### config.mk
export PLATFORM = sky130hd
export DESIGN_NAME = pixel_event_encoder
export DESIGN_NICKNAME = d
export VERILOG_FILES = /design/src/rtl/lib_event_pkg.sv /design/src/rtl/evt_fifo.sv /design/src/rtl/pixel_event_encoder.sv
export SDC_FILE = /design/constraint.sdc
export NUM_CORES = 1
export LEC_CHECK = 0
export CAP_MARGIN = 20
export CORE_ASPECT_RATIO = 2
export CORE_MARGIN = 2
export CORE_UTILIZATION = 55
export DETAILED_ROUTE_END_ITERATION = 8
export PLACE_DENSITY = 0.81
export SLEW_MARGIN = 20
export SYNTH_ARGS = -nofsm -noshare
export SYNTH_HDL_FRONTEND = slang
export SYNTH_SLANG_ARGS = --single-unit
### constraint.sdc
create_clock -name clk_i -period 3.3 [get_ports clk_i]
set_clock_uncertainty 0.1 [all_clocks]
set_input_delay 0.825 -clock clk_i [delete_from_list [all_inputs] [get_ports clk_i]]
set_output_delay 0.825 -clock clk_i [all_outputs]
set_load 0.02 [all_outputs]
### src/rtl/lib_event_pkg.sv
// lib_event_pkg: encoder state, default widths and event-word sizing.
// The timestamp field is present only when EVT_TIMESTAMP_EN is defined.
package lib_event_pkg;
  typedef enum logic [1:0] {IDLE, RUN, DRAIN} enc_state_e;
  localparam int DEF_ROW_ADD    = 3;
  localparam int DEF_COL_ADD    = 3;
  localparam int DEF_TS_WIDTH   = 16;
  localparam int DEF_FIFO_DEPTH = 8;
  localparam int DEF_OVF_WIDTH  = 8;
`ifdef EVT_TIMESTAMP_EN
  localparam bit TS_EN = 1'b1;
`else
  localparam bit TS_EN = 1'b0;
`endif
  function automatic int evt_width(bit ts_en, int ts_w, int row, int col);
    return (ts_en ? ts_w : 0) + 1 + row + col;
  endfunction
endpackage

### src/rtl/evt_fifo.sv
// evt_fifo: synchronous FIFO with occupancy count; pop has priority so a push at full is accepted alongside it.
module evt_fifo #(
  parameter int W = 7,
  parameter int DEPTH = 8,
  localparam int AW = $clog2(DEPTH)
) (
  input  logic          clk_i,
  input  logic          reset_i,
  input  logic          push_i,
  input  logic          pop_i,
  input  logic [W-1:0]  din_i,
  output logic [W-1:0]  dout_o,
  output logic [AW:0]   count_o,
  output logic          full_o,
  output logic          empty_o
);
  logic [W-1:0]  r_mem [DEPTH];
  logic [AW-1:0] r_wr, r_rd;
  logic [AW:0]   r_count;
  logic          w_push, w_pop;
  assign w_pop  = pop_i & ~empty_o;
  assign w_push = push_i & (~full_o | w_pop);
  always_ff @(posedge clk_i or posedge reset_i)
    if (reset_i) begin
      r_wr    <= '0;
      r_rd    <= '0;
      r_count <= '0;
    end else begin
      if (w_push) r_wr <= r_wr + 1'b1;
      if (w_pop) r_rd <= r_rd + 1'b1;
      r_count <= r_count + (AW+1)'(w_push) - (AW+1)'(w_pop);
    end
  always_ff @(posedge clk_i)
    if (w_push) r_mem[r_wr] <= din_i;
  assign count_o = r_count;
  assign empty_o = r_count == '0;
  assign full_o  = r_count == (AW+1)'(DEPTH);
  // Memory is not reset, so mask the head while empty to keep the output at zero.
  assign dout_o  = empty_o ? '0 : r_mem[r_rd];
endmodule

### src/rtl/pixel_event_encoder.sv
// pixel_event_encoder: turns arbiter grants into address-event words on a valid/ready stream.
// Defining EVT_TIMESTAMP_EN prepends a free-running timestamp to every word.
module pixel_event_encoder
  import lib_event_pkg::*;
#(
  parameter int ROW_ADD    = DEF_ROW_ADD,
  parameter int COL_ADD    = DEF_COL_ADD,
  parameter int TS_WIDTH   = DEF_TS_WIDTH,
  parameter int FIFO_DEPTH = DEF_FIFO_DEPTH,
  parameter int OVF_WIDTH  = DEF_OVF_WIDTH,
  localparam int DW = evt_width(TS_EN, TS_WIDTH, ROW_ADD, COL_ADD),
  localparam int CW = $clog2(FIFO_DEPTH) + 1
) (
  input  logic                 clk_i,
  input  logic                 reset_i,
  input  logic                 enable_i,
  input  logic                 active_i,
  input  logic [ROW_ADD-1:0]   x_add_i,
  input  logic [COL_ADD-1:0]   y_add_i,
  input  logic                 polarity_i,
  input  logic                 evt_ready_i,
  output logic                 evt_valid_o,
  output logic [DW-1:0]        evt_data_o,
  output logic                 stall_o,
  output logic                 fifo_empty_o,
  output logic [OVF_WIDTH-1:0] ovf_cnt_o,
  output logic                 busy_o
);
  enc_state_e                  r_state, w_next;
  logic                        r_active_q, r_stall;
  logic [ROW_ADD+COL_ADD-1:0]  r_last_addr, w_addr;
  logic [OVF_WIDTH-1:0]        r_ovf;
  logic                        w_strobe, w_pop, w_drop, w_full, w_empty;
  logic [CW-1:0]               w_count;
  logic [DW-1:0]               w_word;
  assign w_addr   = {x_add_i, y_add_i};
  // A grant held on the same pixel produces a single event.
  assign w_strobe = (r_state == RUN) & active_i & (~r_active_q | (w_addr != r_last_addr));
  assign w_pop    = ~w_empty & evt_ready_i;
  assign w_drop   = w_strobe & w_full & ~w_pop;
  always_comb w_next = enable_i ? RUN : (r_state == IDLE || w_empty) ? IDLE : DRAIN;
  always_ff @(posedge clk_i or posedge reset_i)
    if (reset_i) begin
      r_state     <= IDLE;
      r_active_q  <= 1'b0;
      r_last_addr <= '0;
      r_ovf       <= '0;
      r_stall     <= 1'b0;
    end else begin
      r_state     <= w_next;
      r_active_q  <= active_i;
      r_last_addr <= w_addr;
      r_stall     <= w_count >= CW'(FIFO_DEPTH - 1);
      if (w_drop && r_ovf != '1) r_ovf <= r_ovf + 1'b1;
    end
`ifdef EVT_TIMESTAMP_EN
  logic [TS_WIDTH-1:0] r_ts;
  always_ff @(posedge clk_i or posedge reset_i)
    if (reset_i) r_ts <= '0;
    else if (r_state == IDLE) begin
      if (enable_i) r_ts <= '0;
    end else r_ts <= r_ts + 1'b1;
  assign w_word = {r_ts, polarity_i, w_addr};
`else
  assign w_word = {polarity_i, w_addr};
`endif
  evt_fifo #(.W(DW), .DEPTH(FIFO_DEPTH)) u_fifo (
    .clk_i   (clk_i),
    .reset_i (reset_i),
    .push_i  (w_strobe),
    .pop_i   (w_pop),
    .din_i   (w_word),
    .dout_o  (evt_data_o),
    .count_o (w_count),
    .full_o  (w_full),
    .empty_o (w_empty)
  );
  assign evt_valid_o  = ~w_empty;
  assign fifo_empty_o = w_empty;
  assign stall_o      = r_stall;
  assign ovf_cnt_o    = r_ovf;
  assign busy_o       = r_state != IDLE;
endmodule

==> flow_summary_export.csv, run 1 <==
group,metric,value,unit
layout,n_antenna_cell,0,
detailed_routing,via_count,1870,
run,max-cap-violations,0,
layout,drive_above_1_share,0.2113,
critical_path,end_kind,"output port",
global_route,grt_remaining_overflow,0,
power,swShare,0.3002,
global_route,antenna_found_initial,0,
synthesis,ys_top_cells_by_area,"edfxtp_1, dfrtp_1, mux4_2",
detailed_routing,remaining_drc_errors,0,
power,pwr-share-seq,0.425,
synthesis,synth-async-reset-ratio,0.3333,
synthesis,mappedNetlistNets,229,
critical_path,cp.arrival,2.21,ns
clock_network,path_clk_slew,0.05,ns
layout,final_nets,283,
clock_network,cts_buffer_depth,2,
power,p_int,2.343,mW
global_route,grt_use_met3,0.05385,
floorplanning,rows,41,
detailed_routing,wirelength,6.267,mm
layout,area_growth,22.58,%
layout,regArea,0.002384,mm²
clock_network,clock_sinks,84,
timing,fmaxAchievable,318.7,MHz
floorplanning,start_util,0.5614,
detailed_routing,drt_iter0_drc,54,
clock_network,cts_hold_buf,0,
timing,slew_violations,0,
clock_network,cts_root_buffer,"clkbuf_16",
layout,num-fill-cells,425,
synthesis,synth_most_common_cell,"edfxtp_1",
global_route,gr-usage-met2,0.3768,
floorplanning,die_w,60.52,µm
power,p_clk_frac,0.257,
synthesis,avgSynthCellArea,17.06,µm²
power,ir_drop,476.6,µV
floorplanning,core-area,0.006259,mm²
timing,slew_headroom,0.6780,
detailed_routing,ant_nets,0,
critical_path,crit_required,2.37,ns
synthesis,synth_edf_count,56,
global_route,grt_use_met1,0.2141,
floorplanning,dieArea,0.007082,mm²
global_route,grt_pass1_wl,9.804,mm
timing,tightest_slew,0.4763,ns
timing,rsz0062_at_grt,"no",
critical_path,critPathLaunchType,"register",
global_route,first_global_vias,1966,
power,power.total,3.348,mW
detailed_routing,dr.pass1.iters,4,
critical_path,path_class,"reg2out",
timing,hold_violations,0,
critical_path,critical_path.max_fanout,14,
floorplanning,num_io_pins,31,
clock_network,cts_resized,0,
global_route,busiest_layer,"met2",
synthesis,synthCells,206,
clock_network,cts_buffers,9,
detailed_routing,wire_per_inst,17.85,µm
outcome,status,"finished, final reports clean",
place,portBuffers,30,
synthesis,yosysUniqueCellTypes,37,
layout,multi_input_area,0.001044,mm²
clock_network,cts.htree.levels,3,
clock_network,cts_tree,"yes",
floorplanning,fp.dieH,117.0,µm
power,power_density,777.4,mW/mm²
place,dp_slack,0.1010,ns
synthesis,syn_area,0.003513,mm²
synthesis,seq_area_frac_synth,0.6781,
timing,finalCritPeriodShare,0.9510,
clock_network,cts_setup_buffers,0,
timing,post-route-min-period,3.138,ns
power,switchingPower,1.005,mW
power,combinationalPowerShare,0.318,
synthesis,ys_top_cells_by_count,"edfxtp_1, dfrtp_1, mux4_2, xnor2_1, ha_1",
place,detailed_place_hpwl,4.406,mm
global_route,track_usage,0.2077,
timing,tns,0,ns
power,p_leak,1.654,nW
synthesis,synth_warnings,0,
detailed_routing,vias_per_cell,5.328,
timing,finalSetupViolCount,0,
global_route,grt_max_degree,29,
synthesis,synthFlopType,"edfxtp_1",
place,place.gp.congestion,0.7740,
timing,setup_ws,0.1618,ns
synthesis,ys_seq_elements,84,
clock_network,clk_latency,0.33,ns
synthesis,synth_top_area_share,0.4786,
min_path,hp-class,"reg2reg",
synthesis,yosys.area.top_type,"edfxtp_1",
-- stage by stage --
step                utilization  std cells  cell area, µm²  hold slack [ns]
CTS                      0.6873        351            4302           0.4012
global placement         0.6467        335            4048           0.3849
detailed placement       0.6467        335            4048           0.3901
global route             0.6881        351            4307           0.4156
finish                   0.6881        351            4307           0.3998
floorplan                     -        206            3513           0.3624
-- per-layer routing --
metal	up-vias	wire, µm
met2	37	3723
met5	-	0
met3	10	161
li1	887	-
met1	936	2259
met4	0	123
-- power by group through the flow --
stage | sequential, mW | clock [mW] | combinational (mW)
final | 1.42 | 0.860 | 1.06
after global routing | 1.44 | 0.915 | 1.17
after CTS | 1.43 | 0.875 | 1.08
after detailed placement | 1.44 | 0 | 1.08
after global placement | 1.44 | 0 | 1.06
after floorplan | 1.36 | 0 | 0.764
-- registers in the layout, summed over array words and instances (netlist names) --
| name | cells |
|---|---|
| stall_o | 1 |
| r_last_addr | 6 |
| u_fifo.count_o | 4 |
| u_fifo.r_wr | 3 |
| u_fifo.r_rd | 3 |
| r_state | 2 |
| r_active_q | 1 |
| ovf_cnt_o | 8 |
| u_fifo.r_mem | 56 |
-- critical path: stages (launching register included) --
cell	delay, ns
dfrtp_1	0.43
buf_12	0.20
mux4_2	0.52
mux2i_1	0.13
nor2_1	0.06
clkdlybuf4s50_1	0.54
-- path summary, 6_finish.rpt --
| path | start | endpoint | slack [ns] | depth (start not counted) |
|---|---|---|---|---|
| worst min-delay path | ovf_cnt_o[7] | ovf_cnt_o[7] | 0.40 | 1 |
| worst max register to register | u_fifo.count_o[2] | u_fifo.r_mem[1][3] | 0.93 | 8 |
| worst min register to register | ovf_cnt_o[7] | ovf_cnt_o[7] | 0.40 | 1 |
| max in group asynchronous | reset_i | u_fifo.r_rd[1] | 2.03 | 3 |
| min in group asynchronous | reset_i | r_last_addr[4] | 0.77 | 3 |
| worst max-delay path | u_fifo.r_rd[0] | evt_data_o[2] | 0.16 | 5 |
-- cells in the final DEF, fill, tap and decap left out, types with 2 or more instances in the layout --
master	instances
and3_1	4
and4_1	3
buf_4	20
clkbuf_1	4
clkbuf_16	9
clkdlybuf4s50_1	30
clkinv_2	2
dfrtp_1	27
edfxtp_1	56
ha_1	10
inv_1	9
mux2_4	2
mux2i_1	7
mux4_2	14
nand2_1	5
nand3_1	6
nand4_1	5
nor2_1	8
nor3_1	3
nor4_1	2
nor4b_1	3
xnor2_1	13
xor2_1	6
-- area by class of cell --
cell class,count,share of cell area
inverter,11,0.01104
multi-input combinational,103,0.2423
tap,86,0.02499
clock inverter,3,0.003196
timing repair buffer,51,0.1092
clock buffer,13,0.05578
sequential,84,0.5535
-- logic make-up after synthesis --
group	share of synthesized area
DFF	0.6781
xor gates and xnor gates	0.04736
adders and majority gates	0.04131
buffers and inverters	0.02493
and+or+nand+nor	0.08085
muxes	0.1214
AOI/OAI and AO/OA	0.006054
Power figures use the tool's default switching activity.
==> run 2: changes to the inputs <==
--- a/config.mk
+++ b/config.mk
@@ -7,2 +7,3 @@
 export LEC_CHECK = 0
+export ABC_CLOCK_PERIOD_IN_PS = 3300
 export CAP_MARGIN = 20
==> constraint.sdc (replaced) <==
create_clock -name clk_i -period 3.3 [get_ports clk_i]
set_clock_uncertainty 0.1 [all_clocks]
set_input_delay 0.33 -clock clk_i [delete_from_list [all_inputs] [get_ports clk_i]]
set_output_delay 0.33 -clock clk_i [all_outputs]
set_load 0.02 [all_outputs]
==> run 2 against run 1 <==
  * Critical path depth stayed put
  * Core utilization is 0.98 points lower
  * Clock power up 1%
  * Sequential power barely moved
  * Count of clock-buffer cells in the layout fell by 1
  * Final area shrank 1.4%
  * Via count rose by 1.7%
  * Worst hold slack worse by 0.13 ns
  * Register-to-register slack worse by 0.04 ns
  * Critical path type unchanged
==> flow_summary_export.csv, run 2 (same netlist as run 1, synthesis figures left out) <==
group,metric,value,unit
critical_path,crit_slowest_cell,"mux4_2",
timing,finalSetupViolCount,0,
clock_network,clock_sinks,84,
floorplanning,rows,41,
layout,n_antenna_cell,0,
power,p_leak,1.623,nW
timing,hold_violations,0,
detailed_routing,wire_per_inst,18.50,µm
clock_network,cts.htree.levels,3,
floorplanning,start_util,0.5614,
detailed_routing,dr.pass1.iters,4,
detailed_routing,via_count,1901,
layout,drive_above_1_share,0.1822,
critical_path,max_stage_delay,0.55,ns
outcome,status,"finished, final reports clean",
clock_network,clk_latency,0.33,ns
clock_network,cts_setup_buffers,0,
detailed_routing,drt_iter0_drc,72,
layout,area_growth,20.83,%
timing,rsz0062_at_grt,"no",
clock_network,cts_root_buffer,"clkbuf_16",
detailed_routing,ant_nets,0,
critical_path,critical_path.max_fanout,14,
clock_network,cts_tree,"yes",
critical_path,path_delay_family,"buffers and inverters",
layout,fin_cells,344,
critical_path,path_class,"reg2out",
timing,tightest_slew,0.7054,ns
floorplanning,fp.dieH,117.0,µm
min_path,hp-class,"in2async",
clock_network,cts_hold_buf,0,
critical_path,cp.arrival,2.37,ns
layout,num-fill-cells,446,
power,ir_drop,512.3,µV
clock_network,cts_resized,0,
critical_path,crit_required,2.87,ns
timing,slew_violations,0,
detailed_routing,vias_per_cell,5.526,
run,max-cap-violations,0,
timing,finalCritPeriodShare,0.8485,
clock_network,cts_buffer_depth,2,
critical_path,critPathLaunchType,"register",
place,portBuffers,30,
layout,final_common_cell,"edfxtp_1",
timing,fmaxAchievable,357.1,MHz
detailed_routing,wirelength,6.365,mm
floorplanning,num_io_pins,31,
layout,layout_common_cells,"edfxtp_1, clkdlybuf4s50_1, dfrtp_1",
critical_path,r2r_setup_slack,0.89,ns
place,place.gp.congestion,0.7361,
power,power_density,788.2,mW/mm²
critical_path,end_kind,"output port",
global_route,first_global_vias,1991,
clock_network,cts_buffers,9,
critical_path,path_cells,"buf_4, mux4_2, mux2i_1, nor2_1, clkdlybuf4s50_1",
detailed_routing,remaining_drc_errors,0,
place,detailed_place_hpwl,4.357,mm
clock_network,path_clk_slew,0.05,ns
place,place_inst,328,
global_route,track_usage,0.2082,
layout,largest_register_ffs,56,
global_route,grt_pass1_wl,9.991,mm
timing,slew_headroom,0.5297,
global_route,antenna_found_initial,0,
global_route,grt_max_degree,29,
timing,hold_ws,0.2738,ns
power,power.total,3.346,mW
critical_path,crit_buf_inv,2,
floorplanning,die_w,60.52,µm
floorplanning,core-area,0.006259,mm²
floorplanning,dieArea,0.007082,mm²
layout,post-route-util,0.6783,
timing,post-route-min-period,2.800,ns
global_route,grt_remaining_overflow,0,
layout,largest-register,"u_fifo.r_mem",
layout,final_nets,276,
timing,tns,0,ns
[run 2: cell count changes in the layout (fill, tap and decap cells not counted)]
| cell | previous run | this run |
|---|---|---|
| dfrtp_2 | 1 | 0 |
| buf_12 | 1 | 0 |
| clkbuf_8 | 0 | 1 |
| clkinv_1 | 1 | 4 |
| buf_4 | 20 | 14 |
| clkinv_2 | 2 | 1 |
| clkinvlp_4 | 1 | 0 |
| clkbuf_1 | 4 | 2 |
| dfrtp_1 | 27 | 28 |
[run 2: routing by layer]
| metal | part of all wire | GRT usage | wire (µm) | vias up |
|---|---|---|---|---|
| met1 | 0.36 | 0.2229 | 2313 | 955 |
| met5 | 0 | 0 | 0 | - |
| li1 | - | - | - | 874 |
| met4 | 0.025 | 0.1174 | 159 | 0 |
| met3 | 0.037 | 0.05385 | 234 | 12 |
| met2 | 0.57 | 0.3609 | 3658 | 60 |
[run 2: power by group]
part           internal [mW]  switching, mW  leakage, nW
sequential              1.26          0.166        0.850
clock                  0.521          0.351        0.129
combinational          0.557          0.495        0.643
total                   2.33           1.01         1.62
[run 2: layout make-up]
cell class	count	area, µm²	area share
multi-input cells	103	1044	0.2458
repair buffers	44	405.4	0.09549
clock buffers	12	246.5	0.05806
inverters	11	43.79	0.01032
clock inverters	4	16.27	0.003831
flip-flops and latches	84	2382	0.5612
well taps	86	107.6	0.02535
[run 2: worst paths after layout]
check / start / depth (start not counted) / end
min in group clk_i: enable_i / 1 / r_state[0]
worst max-delay path: u_fifo.r_rd[0] / 5 / evt_data_o[4]
worst min-delay path: reset_i / 3 / r_state[1]
max in group asynchronous: reset_i / 3 / stall_o
worst max register to register: r_last_addr[1] / 8 / u_fifo.count_o[2]
worst min register to register: ovf_cnt_o[6] / 1 / ovf_cnt_o[6]
[run 2: through the flow]
step           instance area, µm²  setup slack (ns)
2_1_floorplan                3513            0.9095
3_3_place_gp                 3983            0.4093
3_5_place_dp                 3983            0.3513
4_1_cts                      4245            0.4598
5_1_grt                      4245            0.4110
6_report                     4245            0.4998
[run 2: tightest hold or removal path, cell delays in order]
cell	delay, ns
clkdlybuf4s50_1	0.39
inv_1	0.05
buf_4	0.33
==> run 3: changes to the inputs <==
- ABC_CLOCK_PERIOD_IN_PS: 3300 -> 2350
- CORE_UTILIZATION: 55 -> 51
- PLACE_DENSITY: 0.81 -> 0.79
- clock period: 3.3 -> 2.35 ns (I/O delays scaled with it)
==> run 3 against run 2 <==
  * Final area is 7.9% higher
  * Cell count is 4.9% higher
  * Die area is 7.4% higher
  * Critical endpoint is now u_fifo.count_o[2]
  * Highest routed layer unchanged
==> flow_summary_export.csv, run 3 (same netlist as run 1, synthesis figures left out) <==
group,metric,value,unit
detailed_routing,dr.pass1.iters,6,
critical_path,crit_path_end,"u_fifo.count_o[2]",
global_route,grt_use_met3,0.03896,
layout,layout_common_cells,"edfxtp_1, dfrtp_1, clkdlybuf4s50_1",
floorplanning,start_util,0.5306,
clock_network,cts_root_buffer,"clkbuf_16",
detailed_routing,wirelength,6.786,mm
layout,design_area,0.004579,mm²
critical_path,r2r_setup_slack,0.06,ns
critical_path,r2r_cells,8,
detailed_routing,via_count,1959,
layout,n_antenna_cell,0,
global_route,gr-usage-met2,0.3810,
timing,finalSetupViolCount,0,
critical_path,r2r_start,"r_last_addr[1]",
global_route,busiest_layer,"met2",
clock_network,cts.htree.levels,3,
power,pwr-share-seq,0.394,
min_path,hp-class,"in2async",
detailed_routing,wire_per_inst,18.80,µm
critical_path,critical_path.max_fanout,2,
critical_path,crit_required,2.47,ns
power,p_leak,1.769,nW
clock_network,clk_latency,0.33,ns
clock_network,clock_sinks,84,
timing,post-route-min-period,2.292,ns
place,place.gp.congestion,0.7797,
timing,finalCritPeriodShare,0.9752,
layout,largest-register,"u_fifo.r_mem",
critical_path,rr_endpoint,"u_fifo.count_o[2]",
critical_path,path_class,"reg2reg",
power,ir_drop,809.2,µV
power,swShare,0.3049,
floorplanning,core-area,0.006621,mm²
timing,hold_ws,0.1782,ns
floorplanning,fp.dieH,121.4,µm
timing,rsz0062_at_grt,"no",
floorplanning,die_w,62.69,µm
critical_path,critPathLaunchType,"register",
outcome,status,"finished, final reports clean",
place,detailed_place_hpwl,4.672,mm
clock_network,path_clk_slew,0.06,ns
power,p_clk_frac,0.270,
critical_path,startpoint,"r_last_addr[1]",
timing,slew_headroom,0.6573,
global_route,grt_pass1_wl,10.65,mm
run,max-cap-violations,0,
detailed_routing,remaining_drc_errors,0,
power,p_int,3.487,mW
global_route,grt_max_degree,29,
global_route,antenna_found_initial,0,
power,combinationalPowerShare,0.336,
clock_network,cts_tree,"yes",
clock_network,cts_buffer_depth,2,
clock_network,cts_buffers,9,
critical_path,cp.arrival,2.41,ns
layout,final_common_cell,"edfxtp_1",
clock_network,cts_hold_buf,0,
timing,hold_violations,0,
power,power_density,1096,mW/mm²
global_route,track_usage,0.1938,
power,switchingPower,1.530,mW
layout,area_growth,30.34,%
detailed_routing,drt_iter0_drc,51,
floorplanning,dieArea,0.007609,mm²
place,placed_area,0.004208,mm²
global_route,first_global_vias,2097,
layout,drive_above_1_share,0.2674,
timing,slew_violations,0,
global_route,grt_remaining_overflow,0,
detailed_routing,ant_nets,0,
floorplanning,num_io_pins,31,
layout,largest_register_ffs,56,
place,portBuffers,30,
layout,final_nets,291,
detailed_routing,vias_per_cell,5.427,
floorplanning,rows,42,
critical_path,end_kind,"register",
global_route,grt_use_met1,0.1886,
timing,tightest_slew,0.5140,ns
timing,fmaxAchievable,436.3,MHz
[run 3: power groups by stage]
| stage | sequential [mW] | combinational [mW] | clock (mW) |
|---|---|---|---|
| floorplan | 1.91 | 1.07 | 0 |
| global placement | 1.97 | 1.63 | 0 |
| detailed placement | 1.99 | 1.67 | 0 |
| CTS | 1.96 | 1.64 | 1.38 |
| global route | 2.00 | 1.85 | 1.44 |
| finish | 1.98 | 1.69 | 1.35 |
[run 3: through the flow]
step | TNS, ns | instances | power [mW] | utilization | setup slack, ns
3_5_place_dp | -8.509 | 343 | 3.656 | 0.6355 | -0.3056
2_1_floorplan | -0.8506 | 206 | 2.979 | - | -0.04051
3_3_place_gp | -6.996 | 343 | 3.599 | 0.6355 | -0.2871
4_1_cts | 0 | 360 | 4.977 | 0.6818 | 0.005337
6_report | 0 | 361 | 5.017 | 0.6916 | 0.05826
5_1_grt | 0 | 361 | 5.290 | 0.6916 | 0.009177
[run 3: worst min-delay path by stage]
stage / endpoint / slack [ns] / cells after the start
2_1_floorplan: r_active_q / 0.17 / 0
3_3_place_gp: stall_o / 0.39 / 2
3_5_place_dp: ovf_cnt_o[7] / 0.39 / 1
4_1_cts: r_state[0] / 0.19 / 3
5_1_grt: r_state[0] / 0.22 / 3
6_report: r_state[0] / 0.18 / 3
[run 3: timing repair]
action	CTS	global route
setup endpoints to repair	15	30
buffers inserted	1	0
gates cloned	0	1
gates resized for setup	9	14
[run 3: final cells by class]
type	instances	area, µm²
repair buffers	59	663.1
inverters	11	43.79
well taps	88	110.1
clock buffers	10	229.0
clock inverters	6	65.06
multi-input cells	103	1085
fillers	474	2042
flip-flops and latches	84	2384
[run 3: per-layer routing]
layer,wire length (µm),vias up
met3,202,16
met5,0,-
met2,4044,36
li1,-,899
met1,2323,1008
met4,216,0
[run 3: worst max-delay path: stages, from the launching register on]
cell,delay (ns)
dfrtp_1,0.38
xnor2_1,0.24
nand4_1,0.12
or4_4,0.46
nand3_4,0.11
inv_4,0.03
ha_1,0.22
fa_1,0.38
xor2_1,0.15
